--- src/rtl/wb_scheduler.sv ---
// Write-back port scheduler: grants one result source per cycle and registers the
// write-cycle mux select, write enable and destination. WB_SCHED_RR_EN selects round-robin.
module wb_scheduler #(
    parameter int unsigned NSRC  = 7,
    parameter int unsigned REG_W = 5
) (
    input  logic                  i_clk,
    input  logic                  i_reset_n,
    input  logic [NSRC-1:0]       i_wb_req,
    input  logic [NSRC*REG_W-1:0] i_wb_dest,
    input  logic                  i_wb_hold,
    output logic [NSRC-1:0]       o_wb_grant,
    output logic [2:0]            o_mem_to_reg,
    output logic                  o_reg_write,
    output logic [REG_W-1:0]      o_write_reg,
    output logic                  o_wb_busy
);

    logic [NSRC-1:0]  w_elig;
    logic [NSRC-1:0]  w_grant;
    logic             w_found;
    logic [2:0]       w_gnt_idx;
    logic [REG_W-1:0] w_gnt_dest;

    logic [2:0]       r_mem_to_reg;
    logic             r_reg_write;
    logic [REG_W-1:0] r_write_reg;
    logic             r_wb_busy;

`ifdef WB_SCHED_RR_EN
    logic [2:0]       r_rr_ptr;
`endif

    always_comb begin
        int j;
        j          = 0;
        // Reset and hold both suppress grants in the same cycle.
        w_elig     = i_wb_req & ~{NSRC{i_wb_hold}} & {NSRC{i_reset_n}};
        w_grant    = '0;
        w_found    = 1'b0;
        w_gnt_idx  = '0;
        w_gnt_dest = '0;
        for (int k = 0; k < int'(NSRC); k++) begin
`ifdef WB_SCHED_RR_EN
            j = int'(r_rr_ptr) + k;
            if (j >= int'(NSRC)) begin
                j = j - int'(NSRC);
            end
`else
            j = k;
`endif
            if (!w_found && w_elig[j]) begin
                w_found    = 1'b1;
                w_grant[j] = 1'b1;
                w_gnt_idx  = 3'(j);
                w_gnt_dest = i_wb_dest[j*int'(REG_W) +: REG_W];
            end
        end
    end

    always_ff @(posedge i_clk) begin
        if (!i_reset_n) begin
            r_mem_to_reg <= '0;
            r_write_reg  <= '0;
            r_reg_write  <= 1'b0;
            r_wb_busy    <= 1'b0;
        end else begin
            if (w_found) begin
                r_mem_to_reg <= w_gnt_idx;
                r_write_reg  <= w_gnt_dest;
                // A grant to $0 releases the source without writing.
                r_reg_write  <= (w_gnt_dest != '0);
            end else begin
                r_reg_write  <= 1'b0;
            end
            r_wb_busy <= |(i_wb_req & ~w_grant);
        end
    end

`ifdef WB_SCHED_RR_EN
    always_ff @(posedge i_clk) begin
        if (!i_reset_n) begin
            r_rr_ptr <= '0;
        end else if (w_found) begin
            r_rr_ptr <= (w_gnt_idx == 3'(NSRC - 1)) ? 3'd0 : w_gnt_idx + 3'd1;
        end
    end
`endif

    assign o_wb_grant   = w_grant;
    assign o_mem_to_reg = r_mem_to_reg;
    assign o_reg_write  = r_reg_write;
    assign o_write_reg  = r_write_reg;
    assign o_wb_busy    = r_wb_busy;

endmodule

--- config.mk ---
export PLATFORM = sky130hd
export DESIGN_NAME = wb_scheduler
export DESIGN_NICKNAME = d
export VERILOG_FILES = /design/src/rtl/wb_scheduler.sv
export SDC_FILE = /design/constraint.sdc
export NUM_CORES = 1
export LEC_CHECK = 0
export ABC_CLOCK_PERIOD_IN_PS = 2320
export BUFFER_PORTS_ARGS = -buffer_cell sky130_fd_sc_hd__buf_2
export CAP_MARGIN = 5
export CORE_ASPECT_RATIO = 1.2
export CORE_MARGIN = 1.5
export CORE_UTILIZATION = 44
export CTS_BUF_LIST = sky130_fd_sc_hd__clkbuf_4
export CTS_CLUSTER_SIZE = 14
export DETAILED_ROUTE_END_ITERATION = 8
export GPL_TIMING_DRIVEN = 0
export PLACE_DENSITY = 0.95
export SLEW_MARGIN = 30
export SYNTH_ARGS = -nofsm -noshare
export SYNTH_HDL_FRONTEND = slang
export SYNTH_SLANG_ARGS = --single-unit
--- constraint.sdc ---
create_clock -name i_clk -period 2.32 [get_ports i_clk]
set_input_delay 0.348 -clock i_clk [delete_from_list [all_inputs] [get_ports i_clk]]
set_output_delay 0.348 -clock i_clk [all_outputs]
set_load 0.05 [all_outputs]
==> impl_metrics.csv, run 1 <==
group,metric,value,unit
sta,setup_viol,0,
synth,yosys.area.top_type,"dfxtp_1",
synth,yosysTopAreaCellShare,0.240,
cts,htreeDepth,1,
cts,cts_buffers,3,
power_and_ir_drop,leakagePower,0.572,nW
power_and_ir_drop,vdd_ir_drop_max,0.353,mV
placed_design,dp_hpwl,2.30,mm
worst_setup_path,critPathArrivalTime,1720,ps
cts,cts-root-buf,"clkbuf_4",
finish,largest_register_ffs,5,
power_and_ir_drop,netSwitchingFraction,0.363,
synth,async_flop_share,0,
synth,yosysSeqAreaShare,0.240,
synth,avgSynthCellArea,7.25,um^2
floorplan,core_area,1810,um^2
floorplan,io-pin-count,62,
cts,hold_buffers,0,
floorplan,initial_core_util,0.461,
routing,via_per_inst,5.91,
finish,nNetsFinal,226,
power_and_ir_drop,p_total,0.492,mW
cts,cts_setup_buffers,0,
grt,grt_antenna_before_repair,0,
placed_design,placed_cell_area,1170,um^2
cts,post_cts_resized,0,
synth,ys_types,42,
routing,totalWireLength,2.80,mm
sta,hold_viol_final,0,
synth,syn-num-nets,160,
sta,finalCritPeriodShare,0.893,
cts,clkTransAtPathRegs,60,ps
synth,synth_edf_count,0,
synth,synth_top_cells_by_count,"a21oi_1 (12), nand2_1 (12), dfxtp_1 (10)",
worst_setup_path,end_kind,"output pin",
synth,synth-adder-area-share,0.0120,
floorplan,dieArea,2160,um^2
placed_design,gp_congestion,0.904,
min_path,holdCritPathClass,"in2reg",
floorplan,die_width,42.7,um
grt,grt_max_degree,11,
cts,cts.sinks,10,
finish,post-route-util,0.658,
sta,drv_slew,0,
placed_design,io_buffer_count,61,
finish,antenna_cells,0,
sta,maxSlewHeadroom,0.650,
cts,cts.path.max_buffers,2,
synth,synth_simple_gate_area_share,0.366,
worst_setup_path,cp_data_required_time,1970,ps
synth,synth_area,833,um^2
routing,wl_per_cell,14.1,um
worst_setup_path,critPathKind,"in2out",
finish,syn_to_final_growth,42.8,%
finish,fin_area,1190,um^2
cts,cts_tree,"done",
sta,min_period,2070,ps
flow_run,cap_violations,0,
synth,synth-main-ff-cell,"dfxtp_1",
grt,globalRouteOverflowTotal,0,
synth,synth.area.top_cells,"dfxtp_1 (24%), a21oi_1 (7.2%), nand2_1 (5.4%)",
power_and_ir_drop,power_frac_seq,0.383,
finish,drive_gt1_frac,0.408,
cts,clk_latency,250,ps
synth,synthXorXnorAreaFrac,0,
routing,drc,0,
power_and_ir_drop,intPower,0.313,mW
routing,drt_pass1_iterations,5,
outcome,outcome,"completed",
floorplan,die_height,50.7,um
finish,fillCellCount,159,
sta,clock.fmax,0.483,GHz
synth,yosys_warnings,0,
worst_setup_path,critPathMaxFanout,5,
grt,grt_pass1_vias,1078,
grt,grt_first_pass_wirelength,4.42,mm
grt,grt_use_total,0.259,
sta,tns,0,ps
synth,synth_cells,115,
worst_setup_path,critical_path.startpoint_type,"input pin",
routing,vias,1171,
sta,rsz0062_at_grt,"no",
finish,multi_input_area,597,um^2
finish,seq_area,200,um^2
sta,skew,0,ps
synth,synthMuxAreaShare,0,
sta,tightest_slew,522,ps
power_and_ir_drop,p_switching,0.178,mW
floorplan,rows,17,
synth,ys_seq_elements,10,
synth,synth_compound_area_frac,0.332,
synth,synth_top_family_by_area,"simple AND/OR/NAND/NOR gates",
power_and_ir_drop,p_comb_frac,0.394,
routing,ant_nets,0,
power_and_ir_drop,pwr-share-clk,0.223,
power_and_ir_drop,power_density,413,nW/um^2
routing,drt_iter0_drc,49,
## placed cells by master (no fill, tap or decap), types with 3 or more instances in the layout
master	n
a22oi_1	3
o21ai_0	4
buf_2	61
o21ai_1	4
nand2_1	12
a21oi_1	12
nor2_1	9
nand4_1	3
nand3_1	3
inv_1	5
nand2b_1	3
nand3b_1	5
clkbuf_1	4
clkbuf_4	3
dfxtp_1	10
## worst paths after layout
path	depth (start not counted)	slack, ps	endpoint	start
max	4	250	o_wb_grant[5]	i_wb_hold
min	3	380	o_reg_write$_SDFF_PN0_	i_wb_dest[19]
max reg2reg	2	1630	o_mem_to_reg[1]$_SDFFE_PN0P_	o_mem_to_reg[1]$_SDFFE_PN0P_
min reg2reg	2	450	o_write_reg[3]$_SDFFE_PN0P_	o_write_reg[3]$_SDFFE_PN0P_
## per-stage QoR
| step | setup WS [ps] | hold WS [ps] | std cells |
|---|---|---|---|
| finish | 249 | 380 | 198 |
| global route | 211 | 391 | 198 |
| CTS | 277 | 370 | 198 |
| detailed placement | 277 | 449 | 195 |
| global placement | 280 | 446 | 195 |
| floorplan | 90.6 | 502 | 115 |
## power groups by stage
stage	registers [mW]	clock network [mW]	logic (mW)
2_1_floorplan	0.234	0	0.0748
3_3_place_gp	0.192	0	0.186
3_5_place_dp	0.192	0	0.191
4_1_cts	0.188	0.115	0.192
5_1_grt	0.190	0.126	0.207
6_report	0.188	0.110	0.194
## kinds of logic after synthesis
group                    after synthesis
flip-flops                            10
AND/OR/NAND/NOR                       51
AO/OA/AOI/OAI                         42
buffers and inverters                 11
adder cells (fa/ha/maj)                1
## final cells by class
type / instances / share of cell area
well taps: 19 / 0.0200
repair buffers: 61 / 0.257
inverters: 7 / 0.0221
multi-input cells: 94 / 0.502
plain buffers: 4 / 0.0126
clock buffers: 3 / 0.0189
flip-flops and latches: 10 / 0.168
## layer usage
metal,track usage,share of wire
met1,0.307,0.38
met4,0.104,0.020
met2,0.460,0.51
met3,0.0360,0.095
met5,0,0
## critical path: stages
cell	delay (ps)
buf_2	130
or4b_4	580
nor4_2	330
buf_2	330
(Power assumes the default switching activity.)
==> run 2, diff against run 1 <==
--- a/config.mk
+++ b/config.mk
@@ -5,12 +5,12 @@
 export SDC_FILE = /design/constraint.sdc
 export NUM_CORES = 1
 export LEC_CHECK = 0
-export ABC_CLOCK_PERIOD_IN_PS = 2320
+export ABC_AREA = 1
 export BUFFER_PORTS_ARGS = -buffer_cell sky130_fd_sc_hd__buf_2
 export CAP_MARGIN = 5
 export CORE_ASPECT_RATIO = 1.2
 export CORE_MARGIN = 1.5
-export CORE_UTILIZATION = 44
+export CORE_UTILIZATION = 45
 export CTS_BUF_LIST = sky130_fd_sc_hd__clkbuf_4
 export CTS_CLUSTER_SIZE = 14
 export DETAILED_ROUTE_END_ITERATION = 8
==> impl_metrics.csv, run 2 <==
group,metric,value,unit
synth,ys_seq_elements,10,
sta,skew,0,ps
routing,vias,1143,
routing,drt_iter0_drc,17,
cts,hold_buffers,0,
routing,wl_per_cell,10.4,um
worst_setup_path,max_stage_delay,250,ps
synth,yosysTopAreaCellShare,0.229,
synth,async_flop_share,0,
floorplan,die_height,51.3,um
synth,synth_edf_count,0,
synth,avgSynthCellArea,5.78,um^2
synth,yosysMostFrequentCell,"nor2_1",
sta,drv_slew,0,
sta,rsz0062_at_grt,"no",
worst_setup_path,critPathKind,"in2out",
floorplan,dieArea,2220,um^2
routing,via_per_inst,4.91,
cts,cts_tree,"done",
worst_setup_path,end_kind,"output pin",
cts,cts.sinks,10,
placed_design,io_buffer_count,60,
routing,drt_pass1_iterations,4,
worst_setup_path,critPathArrivalTime,1550,ps
synth,synth_top_cells_by_count,"nor2_1 (34), nand2_1 (27), inv_1 (25)",
cts,clk_latency,250,ps
finish,layout_commonest_cell,"buf_2",
cts,cts-root-buf,"clkbuf_4",
routing,ant_nets,0,
floorplan,rows,17,
finish,antenna_cells,0,
cts,htreeDepth,1,
worst_setup_path,critical_path.startpoint_type,"input pin",
outcome,outcome,"completed",
grt,grt_use_total,0.219,
cts,cts_setup_buffers,0,
sta,finalCritPeriodShare,0.820,
sta,setup_viol,0,
finish,drive_gt1_frac,0.360,
synth,yosys.area.top_type,"dfxtp_1",
sta,clock.fmax,0.526,GHz
routing,totalWireLength,2.43,mm
finish,layout_common_cells,"buf_2 (60), nor2_1 (34), nand2_1 (27)",
flow_run,cap_violations,0,
grt,globalRouteOverflowTotal,0,
worst_setup_path,cp_data_required_time,1970,ps
grt,grt_antenna_before_repair,0,
worst_setup_path,critPathMaxFanout,8,
floorplan,die_width,43.2,um
finish,syn_to_final_growth,39.7,%
placed_design,dp_hpwl,2.02,mm
synth,synth.area.top_cells,"dfxtp_1 (23%), nor2_1 (15%), nand3_1 (13%)",
min_path,holdCritPathClass,"in2reg",
worst_setup_path,cpMostUsedCell,"buf_2",
worst_setup_path,cp_top_family,"simple AND/OR/NAND/NOR gates",
synth,syn-num-nets,196,
cts,post_cts_resized,0,
synth,synth-main-ff-cell,"dfxtp_1",
worst_setup_path,cp_slowest_cell,"o21ai_4",
floorplan,initial_core_util,0.477,
floorplan,io-pin-count,62,
synth,synth_area,873,um^2
synth,synth_cells,151,
power_and_ir_drop,power_density,465,nW/um^2
finish,nNetsFinal,261,
floorplan,core_area,1830,um^2
sta,tightest_slew,385,ps
synth,yosys_warnings,0,
power_and_ir_drop,vdd_ir_drop_max,0.342,mV
finish,post-route-util,0.667,
placed_design,gp_congestion,0.782,
grt,grt_pass1_vias,967,
power_and_ir_drop,leakagePower,0.770,nW
sta,min_period,1900,ps
worst_setup_path,critPathBufInv,3,
sta,maxSlewHeadroom,0.743,
finish,largest_register_ffs,5,
cts,clkTransAtPathRegs,50,ps
cts,cts.path.max_buffers,2,
synth,ys_types,20,
cts,cts_buffers,3,
worst_setup_path,path_cells,"buf_2 -> o21ai_4 -> nand4_4 -> nor2_4 -> nand2_1 -> inv_1 -> buf_2",
routing,drc,0,
synth,yosysSeqAreaShare,0.229,
grt,grt_max_degree,11,
sta,hold_viol_final,0,
sta,tns,0,ps
grt,grt_first_pass_wirelength,3.70,mm
## run 2: worst paths after layout
path	start	endpoint	slack (ps)	cells past startpoint
min reg2reg	o_mem_to_reg[2]$_SDFFE_PN0P_	o_mem_to_reg[2]$_SDFFE_PN0P_	500	2
max reg2reg	o_mem_to_reg[0]$_SDFFE_PN0P_	o_mem_to_reg[0]$_SDFFE_PN0P_	1680	2
min	i_wb_req[6]	o_wb_busy$_SDFF_PN0_	360	3
max	i_wb_req[1]	o_wb_grant[6]	420	7
## run 2: stage by stage
stage               cell area [um^2]  setup WS [ps]  cells  hold WS, ps  total power [mW]
detailed placement              1200            442    230          467             0.461
finish                          1220            418    233          361             0.567
global route                    1220            334    233          342             0.604
global placement                1200            446    230          447             0.458
CTS                             1220            434    233          347             0.574
floorplan                        873            386    151          493             0.381
## run 2: power by group
group	leakage, nW	switching (mW)	total, mW	internal [mW]
clock network	0.0138	0.0493	0.109	0.0593
registers	0.0829	0.00768	0.198	0.191
logic	0.674	0.180	0.260	0.0805
total	0.770	0.237	0.567	0.330
## run 2: cell type report
class,count,area (um^2)
fillers,172,609
multi-input cells,112,554
repair buffers,60,300
flip-flops and latches,10,200
inverters,28,108
well taps,19,23.8
clock buffers,3,22.5
plain buffers,1,11.3
## run 2: worst min-delay path, delay by kind of cell
kind,cells,cell delay (ps)
AND/OR/NAND/NOR,1,50
AO/OA/AOI/OAI,1,50
buffers and inverters,1,110
## run 2: cells by family after synthesis
| kind of cell | synth area share |
|---|---|
| flip-flops | 0.229 |
| AO/OA/AOI/OAI | 0.0874 |
| buffers and inverters | 0.136 |
| AND/OR/NAND/NOR | 0.547 |
## run 2: routing by layer
metal  vias up  part of all wire  routed length [um]  GRT usage
li1        605                 -                   -          -
met1       494              0.40                 963      0.218
met2        42              0.51                1250      0.413
met3         2             0.080                 194     0.0353
met4         0            0.0086                  21      0.131
met5         -                 0                   0          0
